[config.mk]
export PLATFORM = sky130hd
export DESIGN_NAME = ofm_addr_controller_flat
export DESIGN_NICKNAME = d
export VERILOG_FILES = /design/src/rtl/ofm_addr_controller_pkg.sv /design/src/rtl/ofm_addr_controller_if.sv /design/src/rtl/ofm_addr_controller_tile_position.sv /design/src/rtl/ofm_addr_controller.sv /design/src/flat_wrapper.sv
export SDC_FILE = /design/constraint.sdc
export NUM_CORES = 1
export LEC_CHECK = 0
export CELL_PAD_IN_SITES_DETAIL_PLACEMENT = 1
export CELL_PAD_IN_SITES_GLOBAL_PLACEMENT = 1
export CORE_MARGIN = 4
export CORE_UTILIZATION = 46
export CTS_BUF_LIST = sky130_fd_sc_hd__clkbuf_4
export CTS_CLUSTER_DIAMETER = 30
export CTS_CLUSTER_SIZE = 24
export DETAILED_ROUTE_END_ITERATION = 7
export PLACE_DENSITY_LB_ADDON = 0.12
export SETUP_SLACK_MARGIN = 0.05
export SLEW_MARGIN = 20
export SYNTH_ARGS = -nofsm -noshare
export SYNTH_HDL_FRONTEND = slang
export SYNTH_HIERARCHICAL = 1
export SYNTH_SLANG_ARGS = --single-unit
[constraint.sdc]
create_clock -name clk -period 2.38 [get_ports clk]
set_input_delay 0.357 -clock clk [delete_from_list [all_inputs] [get_ports clk]]
set_output_delay 0.357 -clock clk [all_outputs]
set_load 0.01 [all_outputs]
[src/rtl/ofm_addr_controller_pkg.sv]
// Shared CNN geometry constants and the tile-controller state encoding,
// common to the IFM read and OFM write address controllers.
package ofm_addr_controller_pkg;

    localparam int CNN_SYSTOLIC_SIZE  = 16;
    localparam int CNN_NUM_FILTER     = 16;
    localparam int CNN_KERNEL_SIZE    = 3;
    localparam int CNN_IFM_SIZE       = 34;
    localparam int CNN_OFM_SIZE       = CNN_IFM_SIZE - CNN_KERNEL_SIZE + 1;
    localparam int CNN_OFM_ADDR_WIDTH = 14;
    localparam int CNN_SIZE_W         = 5;

    typedef enum logic [1:0] {
        ST_IDLE   = 2'd0,
        ST_WRITE  = 2'd1,
        ST_UPDATE = 2'd2
    } tile_state_t;

endpackage

[src/rtl/ofm_addr_controller_if.sv]
// Scheduler <-> OFM write controller bundle: tile start/size in, write
// address/strobe/PE select and tile status out.
interface ofm_addr_controller_if
    import ofm_addr_controller_pkg::*;
#(
    parameter int ADDR_WIDTH = CNN_OFM_ADDR_WIDTH,
    parameter int ROW_W      = $clog2(CNN_SYSTOLIC_SIZE),
    parameter int COL_W      = $clog2(CNN_NUM_FILTER)
);
    logic                  start;
    logic [CNN_SIZE_W-1:0] size;
    logic [ADDR_WIDTH-1:0] ofm_addr;
    logic                  write_en;
    logic [ROW_W-1:0]      pe_row;
    logic [COL_W-1:0]      pe_col;
    logic                  busy;
    logic                  tile_done;
    logic                  ofm_done;

    modport master (
        output start, size,
        input  ofm_addr, write_en, pe_row, pe_col, busy, tile_done, ofm_done
    );

    modport slave (
        input  start, size,
        output ofm_addr, write_en, pe_row, pe_col, busy, tile_done, ofm_done
    );
endinterface

[src/rtl/ofm_addr_controller_tile_position.sv]
// OFM tile position tracker: walks down all rows of a strip, then steps one
// strip right; keeps row*OFM_SIZE+base_col incrementally as tile_base.
module ofm_addr_controller_tile_position #(
    parameter int SYSTOLIC_SIZE = 16,
    parameter int OFM_SIZE      = 32,
    parameter int ADDR_WIDTH    = 14
) (
    input  logic                  clk,
    input  logic                  rst_n,
    input  logic                  advance,
    output logic [ADDR_WIDTH-1:0] tile_base,
    output logic                  ofm_last
);
    localparam int POS_W = $clog2(OFM_SIZE);

    logic [POS_W-1:0]      row_q;
    logic [POS_W-1:0]      col_q;
    logic [ADDR_WIDTH-1:0] base_q;
    logic                  last_row;
    logic                  strip_next;

    assign last_row   = (row_q == POS_W'(OFM_SIZE - 1));
    assign strip_next = ((int'(col_q) + SYSTOLIC_SIZE) < OFM_SIZE);
    assign ofm_last   = last_row && !strip_next;
    assign tile_base  = base_q;

    always_ff @(posedge clk or negedge rst_n) begin
        if (!rst_n) begin
            row_q  <= '0;
            col_q  <= '0;
            base_q <= '0;
        end else if (advance) begin
            if (!last_row) begin
                row_q  <= row_q + 1'b1;
                base_q <= base_q + ADDR_WIDTH'(OFM_SIZE);
            end else if (strip_next) begin
                row_q  <= '0;
                col_q  <= col_q + POS_W'(SYSTOLIC_SIZE);
                base_q <= ADDR_WIDTH'(col_q) + ADDR_WIDTH'(SYSTOLIC_SIZE);
            end else begin
                row_q  <= '0;
                col_q  <= '0;
                base_q <= '0;
            end
        end
    end
endmodule

[src/rtl/ofm_addr_controller.sv]
// OFM write address controller: drains one systolic tile into OFM memory,
// filter-major, one write per cycle with incrementally built addresses.
//   state     | meaning
//   ST_IDLE   | waiting for start; latches clamped tile size
//   ST_WRITE  | one OFM write per cycle, f outer / i inner
//   ST_UPDATE | tile_done pulse, advance tile position
module ofm_addr_controller
    import ofm_addr_controller_pkg::*;
#(
    parameter int SYSTOLIC_SIZE = CNN_SYSTOLIC_SIZE,
    parameter int NUM_FILTER    = CNN_NUM_FILTER,
    parameter int OFM_SIZE      = CNN_OFM_SIZE,
    parameter int ADDR_WIDTH    = CNN_OFM_ADDR_WIDTH
) (
    input  logic                  clk,
    input  logic                  rst_n,
    ofm_addr_controller_if.slave  bus
);
    localparam int ROW_W = $clog2(SYSTOLIC_SIZE);
    localparam int COL_W = $clog2(NUM_FILTER);
    localparam logic [ADDR_WIDTH-1:0] PLANE  = ADDR_WIDTH'(OFM_SIZE * OFM_SIZE);
    localparam logic [CNN_SIZE_W-1:0] SZ_MAX = CNN_SIZE_W'(SYSTOLIC_SIZE);

    tile_state_t           state_q, state_d;
    logic [CNN_SIZE_W-1:0] sz_q, sz_d;
    logic [ROW_W-1:0]      i_q, i_d;
    logic [COL_W-1:0]      f_q, f_d;
    logic [ADDR_WIDTH-1:0] fbase_q, fbase_d;
    logic [ADDR_WIDTH-1:0] addr_q, addr_d;
    logic                  we_q, we_d;
    logic                  busy_q, busy_d;
    logic                  tdone_q, tdone_d;
    logic                  odone_q, odone_d;
    logic                  advance;
    logic [ADDR_WIDTH-1:0] tile_base;
    logic                  ofm_last;
    logic [CNN_SIZE_W-1:0] size_clamped;
    logic                  last_pix;
    logic                  last_filt;

    ofm_addr_controller_tile_position #(
        .SYSTOLIC_SIZE (SYSTOLIC_SIZE),
        .OFM_SIZE      (OFM_SIZE),
        .ADDR_WIDTH    (ADDR_WIDTH)
    ) u_pos (
        .clk       (clk),
        .rst_n     (rst_n),
        .advance   (advance),
        .tile_base (tile_base),
        .ofm_last  (ofm_last)
    );

    assign size_clamped = (bus.size > SZ_MAX) ? SZ_MAX : bus.size;
    assign last_pix     = (CNN_SIZE_W'(i_q) == (sz_q - CNN_SIZE_W'(1)));
    assign last_filt    = (f_q == COL_W'(NUM_FILTER - 1));

    always_comb begin
        state_d = state_q;
        sz_d    = sz_q;
        i_d     = i_q;
        f_d     = f_q;
        fbase_d = fbase_q;
        addr_d  = addr_q;
        we_d    = 1'b0;
        busy_d  = busy_q;
        tdone_d = 1'b0;
        odone_d = 1'b0;
        advance = 1'b0;
        case (state_q)
            ST_IDLE: begin
                if (bus.start) begin
                    sz_d   = size_clamped;
                    busy_d = 1'b1;
                    if (size_clamped == '0) begin
                        state_d = ST_UPDATE;
                        tdone_d = 1'b1;
                        odone_d = ofm_last;
                    end else begin
                        state_d = ST_WRITE;
                        we_d    = 1'b1;
                        i_d     = '0;
                        f_d     = '0;
                        fbase_d = tile_base;
                        addr_d  = tile_base;
                    end
                end
            end
            ST_WRITE: begin
                // i_q/f_q describe the write currently on the outputs
                if (last_pix && last_filt) begin
                    state_d = ST_UPDATE;
                    tdone_d = 1'b1;
                    odone_d = ofm_last;
                    i_d     = '0;
                    f_d     = '0;
                end else if (last_pix) begin
                    we_d    = 1'b1;
                    i_d     = '0;
                    f_d     = f_q + 1'b1;
                    fbase_d = fbase_q + PLANE;
                    addr_d  = fbase_q + PLANE;
                end else begin
                    we_d    = 1'b1;
                    i_d     = i_q + 1'b1;
                    addr_d  = addr_q + 1'b1;
                end
            end
            ST_UPDATE: begin
                state_d = ST_IDLE;
                busy_d  = 1'b0;
                advance = 1'b1;
            end
            default: state_d = ST_IDLE;
        endcase
    end

    always_ff @(posedge clk or negedge rst_n) begin
        if (!rst_n) begin
            state_q <= ST_IDLE;
            sz_q    <= '0;
            i_q     <= '0;
            f_q     <= '0;
            fbase_q <= '0;
            addr_q  <= '0;
            we_q    <= 1'b0;
            busy_q  <= 1'b0;
            tdone_q <= 1'b0;
            odone_q <= 1'b0;
        end else begin
            state_q <= state_d;
            sz_q    <= sz_d;
            i_q     <= i_d;
            f_q     <= f_d;
            fbase_q <= fbase_d;
            addr_q  <= addr_d;
            we_q    <= we_d;
            busy_q  <= busy_d;
            tdone_q <= tdone_d;
            odone_q <= odone_d;
        end
    end

    assign bus.ofm_addr  = addr_q;
    assign bus.write_en  = we_q;
    assign bus.pe_row    = i_q;
    assign bus.pe_col    = f_q;
    assign bus.busy      = busy_q;
    assign bus.tile_done = tdone_q;
    assign bus.ofm_done  = odone_q;
endmodule

[src/flat_wrapper.sv]
// flat-port wrapper written by rule: the top's interface ports become plain ports
module ofm_addr_controller_flat import ofm_addr_controller_pkg::*;
#(
    parameter int SYSTOLIC_SIZE = CNN_SYSTOLIC_SIZE,
    parameter int NUM_FILTER    = CNN_NUM_FILTER,
    parameter int OFM_SIZE      = CNN_OFM_SIZE,
    parameter int ADDR_WIDTH    = CNN_OFM_ADDR_WIDTH
)
  (clk, rst_n, bus_start, bus_size, bus_ofm_addr, bus_write_en, bus_pe_row, bus_pe_col, bus_busy, bus_tile_done, bus_ofm_done);
  ofm_addr_controller_if #(.ADDR_WIDTH(ADDR_WIDTH), .ROW_W(4), .COL_W(4)) bus_i ();
  input  logic clk;
  input  logic rst_n;
  input wire logic [$bits(bus_i.start)-1:0] bus_start;
  input wire logic [$bits(bus_i.size)-1:0] bus_size;
  output wire logic [$bits(bus_i.ofm_addr)-1:0] bus_ofm_addr;
  output wire logic [$bits(bus_i.write_en)-1:0] bus_write_en;
  output wire logic [$bits(bus_i.pe_row)-1:0] bus_pe_row;
  output wire logic [$bits(bus_i.pe_col)-1:0] bus_pe_col;
  output wire logic [$bits(bus_i.busy)-1:0] bus_busy;
  output wire logic [$bits(bus_i.tile_done)-1:0] bus_tile_done;
  output wire logic [$bits(bus_i.ofm_done)-1:0] bus_ofm_done;
  assign bus_i.start = bus_start;
  assign bus_i.size = bus_size;
  assign bus_ofm_addr = bus_i.ofm_addr;
  assign bus_write_en = bus_i.write_en;
  assign bus_pe_row = bus_i.pe_row;
  assign bus_pe_col = bus_i.pe_col;
  assign bus_busy = bus_i.busy;
  assign bus_tile_done = bus_i.tile_done;
  assign bus_ofm_done = bus_i.ofm_done;
  ofm_addr_controller #(.SYSTOLIC_SIZE(SYSTOLIC_SIZE), .NUM_FILTER(NUM_FILTER), .OFM_SIZE(OFM_SIZE), .ADDR_WIDTH(ADDR_WIDTH)) u_core (.clk(clk), .rst_n(rst_n), .bus(bus_i));
endmodule
* After elaboration in Yosys (flattened, before gate mapping)
Index checks and enable logic that the tools add are counted.
** Word-level totals
- Flip-flop bits (word level) :: 71
** Cells by class
- Add/sub/neg operators :: 10
- Magnitude comparators :: 2
- Equality and inequality tests :: 11
- Mux-type cells :: 40
- Reductions and logical operators :: 15
** Operators by type and width (number)
- $mux 14 :: 7
- $pmux 14 s2 :: 2
- $mux 4 :: 6
- $pmux 4 s2 :: 2
- $mux 5 :: 3
- $add 14x1->14 const B :: 1
- $add 14x11->14 const B :: 1
- $add 14x6->14 const B :: 1
- $add 5x5->6 const B :: 2
- $mux 1 :: 11
- $add 4x1->4 const B :: 2
- $pmux 1 s2 :: 4
- $reduce_and 2->1 :: 4
- $reduce_and 4->1 :: 2
- $lt 6x6->1 const B :: 1
- $mux 2 :: 3
- $mux 6 :: 1
- $ne 2x2->1 const B :: 3
- $add 5x1->5 const B :: 1
- $add 5x5->5 const B :: 1
- $eq 4x5->1 :: 1
- $eq 5x5->1 const B :: 1
- $gt 5x5->1 const B :: 1
- $logic_not 5->1 :: 1
- 13 further kinds :: 16

* Depth between registers and ports, before layout
- Word-level depth :: 7
- Depth in mapped cells :: 10

* By module
Netlist, hierarchy kept.
** By module, submodules not included
- ofm_addr_controller :: times used 1, cells an instance 293, area an instance 2662.6 um^2
- ofm_addr_controller_tile_position :: times used 1, cells an instance 84, area an instance 849.6 um^2

* Worst setup path before layout
Ideal clock, no wire load.
- Path type :: register to register
- Start :: register u_core.sz_q[0]
- End :: register u_core.addr_q[1], in the netlist u_core/bus.ofm_addr[1]
- Arrival time :: 1922 ps
- Required time :: 2255 ps
- Slack :: 333 ps
- Cell stages (with the launch flop) :: 11
- Buffers on the path :: 2
- Period minus slack after synthesis :: 2047 ps
- Cell sequence :: dfrtp_1 > inv_1 > ha_1 > o21ba_1 > a221oi_2 > o211ai_2 > buf_6 > o21a_1 > buf_6 > a21oi_1 > o31ai_1
** Between the ends
- Word-level cells in the longest chain between the ends :: 5
** Ends and longest elaborated chain
- start: declaration :: RTL line ofm_addr_controller.sv:25 : logic [CNN_SIZE_W-1:0] sz_q, sz_d;
- start signal: assignment :: RTL line ofm_addr_controller.sv:131 : sz_q <= sz_d;
- $sub 5x1->5 (*) :: RTL line ofm_addr_controller.sv:54 : assign last_pix = (CNN_SIZE_W'(i_q) == (sz_q - CNN_SIZE_W'(1)));
- $eq 4x5->1 (*) :: RTL line ofm_addr_controller.sv:54
- $mux 14 or $logic_and 1x1->1 (tied branches) :: RTL line ofm_addr_controller.sv:96, ofm_addr_controller.sv:90
- $mux 14 or $ne 2x2->1 (tied branches)
- $pmux 14 s2 or $reduce_and 4->1 (tied branches)
- end signal: assignment :: RTL line ofm_addr_controller.sv:135 : addr_q <= addr_d;
- end: declaration :: RTL line ofm_addr_controller.sv:29 : logic [ADDR_WIDTH-1:0] addr_q, addr_d;
Mark *: on every way between the ends. The rest lies on a longest branch, timed or not. The select of a mux whose other input is x is not followed.
A chain may end at the register's enable or synchronous reset.

* Final worst setup path
- Start :: register u_core.sz_q[1]
- End :: register u_core.addr_q[7], in the netlist u_core/bus.ofm_addr[7]
Same word-level chain as after synthesis.

==> results.toml <==
[power]
total_power_w = 0.00435
p_sw_w = 0.00174
p_leak_nw = 1.80
power_frac_comb_pct = 47.5
p_clk_share_pct = 13.3
peakVddDrop_uv = 551
power_density_nw_per_um2 = 1070
switching_share_pct = 39.9
seq_power_share_pct = 39.3
internal_power_w = 0.00262

[place]
hpwl_um = 6370
gp_congestion = 0.791
io_buffers = 33
pre_cts_slack_ns = 0.128

[drt]
wl_per_cell_um = 17.7
ant_nets = 0
vias = 2947
vias_per_cell = 5.71
dr.pass1.iters = 4
first_iter_violations = 105
routed_wl_um = 9120
drc = 0

[clock_tree]
cts.sinks = 64
cts_max_level = 3
cts_tree = "yes"
clk_pin_slew_worst_paths_ns = 0.10
clk_latency_ns = 0.41
cts-buffers-inserted = 9
cts_max_path_buffers = 2
clock-root-buffer = "clkbuf_4"

[timing]
finalHoldViolations = 0
fin_crit_sh_pct = 90.5
maxSlewViolCount = 0
fmax_mhz = 464
worstMarginPinSlew_ns = 0.768
rsz0062_at_grt = "true"
slew_headroom_pct = 48.8
fin_worst_skew_ns = 0.0172
min_period_ns = 2.15
layout_setup_ws_ns = 0.226
final.setup.tns_ns = 0
setup_viol = 0

[floorplan]
core_area_um2 = 7330
ios = 34
start_util_pct = 47.9
die_area_um2 = 9100
die_w_um = 95.4
die_h_um = 95.4
row_count = 31

[grt]
antenna_found_initial = 0
grt_pass1_vias = 3091
grt_max_degree = 65
grt.overflow.total = 0
track_usage_pct = 22.0
grt_pass1_wl_um = 15400

[setup_path]
cpPeakStageDelay_ns = 0.41
critPathBufInv = 2
start_kind = "flip-flop"
cp_slowest_cell = "dfrtp_1"
crit_required_ns = 2.67
critPathKind = "reg2reg"
end_kind = "flip-flop"
cp_cell_sequence = "inv_1, ha_2, nand3_1, a221oi_2, o211ai_2, buf_4, o21ai_0, a21oi_1, o22a_1"
critical_path.top_delay_family = "compound AO/OA/AOI/OAI gates"
cp_max_fo = 22
critPathArrivalTime_ns = 2.45

[finish]
drive_above_1_share_pct = 12.0
syn_to_final_growth_pct = 15.9
fin_util_pct = 55.5
diodes = 0
nets = 431

[synth]
yosys_register_bits = 64
ys_seq_area_share_pct = 45.6
synth_common_cells = "64 x dfrtp_1, 51 x nand2_1, 36 x o21ai_0"
synth.most_common_cell = "dfrtp_1"
yosys_warnings = 6
synth_largest_area_cell = "dfrtp_1"
synth_edf_count = 0
synth.distinct_cells = 55
synth_top_area_share_pct = 45.6
synthFlopType = "dfrtp_1"
netlist_instances = 377
yosys-top-cells-area = "dfrtp_1 46%, nand2_1 5.5%, o21ai_0 5.1%"
synth_nets = 393
syn_area_per_cell_um2 = 9.32
async_flop_share_pct = 100
syn_area_um2 = 3510

[hold_path]
hold_path_class = "reg2reg"

[outcome]
status = "complete, no violations"

[flow_run]
maxCapViolations = 0
[flip-flops by register name (all words and copies together) (netlist names)]
name / count
u_core/bus.ofm_addr: 14
u_core/fbase_q: 14
u_core/u_pos/tile_base: 11
u_core/sz_q: 5
u_core/u_pos/row_q: 5
u_core/bus.pe_col: 4
u_core/bus.pe_row: 4
u_core/state_q: 2
u_core/bus.busy: 1
u_core/bus.ofm_done: 1
u_core/bus.tile_done: 1
u_core/bus.write_en: 1
u_core/u_pos/col_q: 1
[repair_timing]
item	in CTS	in global routing
setup endpoints to repair	0	16
hold buffers	1	0
endpoints found under the hold margin	64	0
setup buffers	0	2
gates resized for setup	0	2
[stage by stage]
| step | instance area, um^2 | hold WS [ns] | cells |
|---|---|---|---|
| 6_report | 4070 | 0.470 | 516 |
| 5_1_grt | 4070 | 0.501 | 516 |
| 4_1_cts | 4050 | 0.475 | 514 |
| 3_5_place_dp | 3950 | 0.405 | 500 |
| 3_3_place_gp | 3950 | 0.399 | 500 |
| 2_1_floorplan | 3510 | 0.0614 | 377 |
[routing by layer]
metal,vias up,GRT usage [%],share of wire [%]
met3,8,3.55,2.4
met1,1480,29.4,46
met4,0,7.11,1.1
met2,38,36.5,50
li1,1421,-,-
met5,-,0,0
[power groups by stage]
| stage | Clock, W | Combinational (W) | Sequential [W] |
|---|---|---|---|
| floorplan | 0 | 0.00132 | 0.00171 |
| global placement | 0 | 0.00197 | 0.00172 |
| detailed placement | 0 | 0.00206 | 0.00173 |
| CTS | 0.000604 | 0.00207 | 0.00171 |
| global route | 0.000656 | 0.00228 | 0.00177 |
| finish | 0.000577 | 0.00207 | 0.00171 |
[worst min-delay path: cells and delay by family (launching register included)]
| kind | cells | cell delay [ns] |
|---|---|---|
| and+or+nand+nor | 2 | 0.10 |
| DFF | 1 | 0.35 |
[cell usage in the layout, fill, tap and decap left out, types with 3 or more instances in the layout]
cell type / Yosys / routed
nand3_1: 25 / 24
a21oi_1: 17 / 17
buf_4: 4 / 14
a21o_1: 3 / 3
o21ai_1: 5 / 5
xnor2_1: 13 / 13
mux2i_1: 3 / 3
nor3_1: 7 / 7
o22a_1: 8 / 8
nor2_1: 18 / 18
ha_1: 8 / 7
clkbuf_4: 0 / 10
mux2_2: 3 / 3
a2bb2oi_1: 3 / 3
and3_1: 3 / 3
xor2_1: 6 / 6
clkdlybuf4s50_1: 0 / 32
o21ai_0: 36 / 36
nor2_2: 7 / 7
o31ai_1: 3 / 3
nand2_1: 51 / 51
nand4_1: 9 / 9
nor2b_1: 6 / 6
dfrtp_1: 64 / 64
a31oi_1: 5 / 5
and2_1: 4 / 4
nand2b_1: 7 / 7
inv_1: 7 / 7
[cells by family (layout without fill, tap and decap cells)]
| family | count (synthesis) | count (layout) | synth area share [%] |
|---|---|---|---|
| buffers and inverters | 30 | 70 | 4.81 |
| AO/OA/AOI/OAI | 101 | 101 | 19.0 |
| adder cells (fa/ha/maj) | 8 | 8 | 2.85 |
| XOR/XNOR | 19 | 19 | 4.74 |
| AND/OR/NAND/NOR | 149 | 149 | 21.2 |
| multiplexers | 6 | 6 | 1.82 |
| flip-flops | 64 | 64 | 45.6 |
[area by class of cell]
cell class / count / area, um^2
well taps: 99 / 124
flip-flops and latches: 64 / 1600
repair buffers: 50 / 480
multi-input cells: 283 / 1750
clock inverters: 3 / 12.5
fillers: 827 / 3260
inverters: 7 / 26.3
clock buffers: 10 / 75.1
[path summary, 6_finish.rpt]
path / startpoint / endpoint / slack (ns) / cells past startpoint
min reg2reg: u_core/fbase_q[7]$_DFFE_PN0P_ / u_core/fbase_q[7]$_DFFE_PN0P_ / 0.47 / 2
max in group asynchronous: rst_n / u_core/fbase_q[1]$_DFFE_PN0P_ / 1.58 / 3
max reg2reg: u_core/sz_q[1]$_DFFE_PN0P_ / u_core/bus.ofm_addr[7]$_DFFE_PN0P_ / 0.23 / 9
max: u_core/sz_q[1]$_DFFE_PN0P_ / u_core/bus.ofm_addr[7]$_DFFE_PN0P_ / 0.23 / 9
min in group asynchronous: rst_n / u_core/sz_q[2]$_DFFE_PN0P_ / 0.50 / 3
min: u_core/fbase_q[7]$_DFFE_PN0P_ / u_core/fbase_q[7]$_DFFE_PN0P_ / 0.47 / 2
No activity file was read; power rests on OpenSTA's default activity.
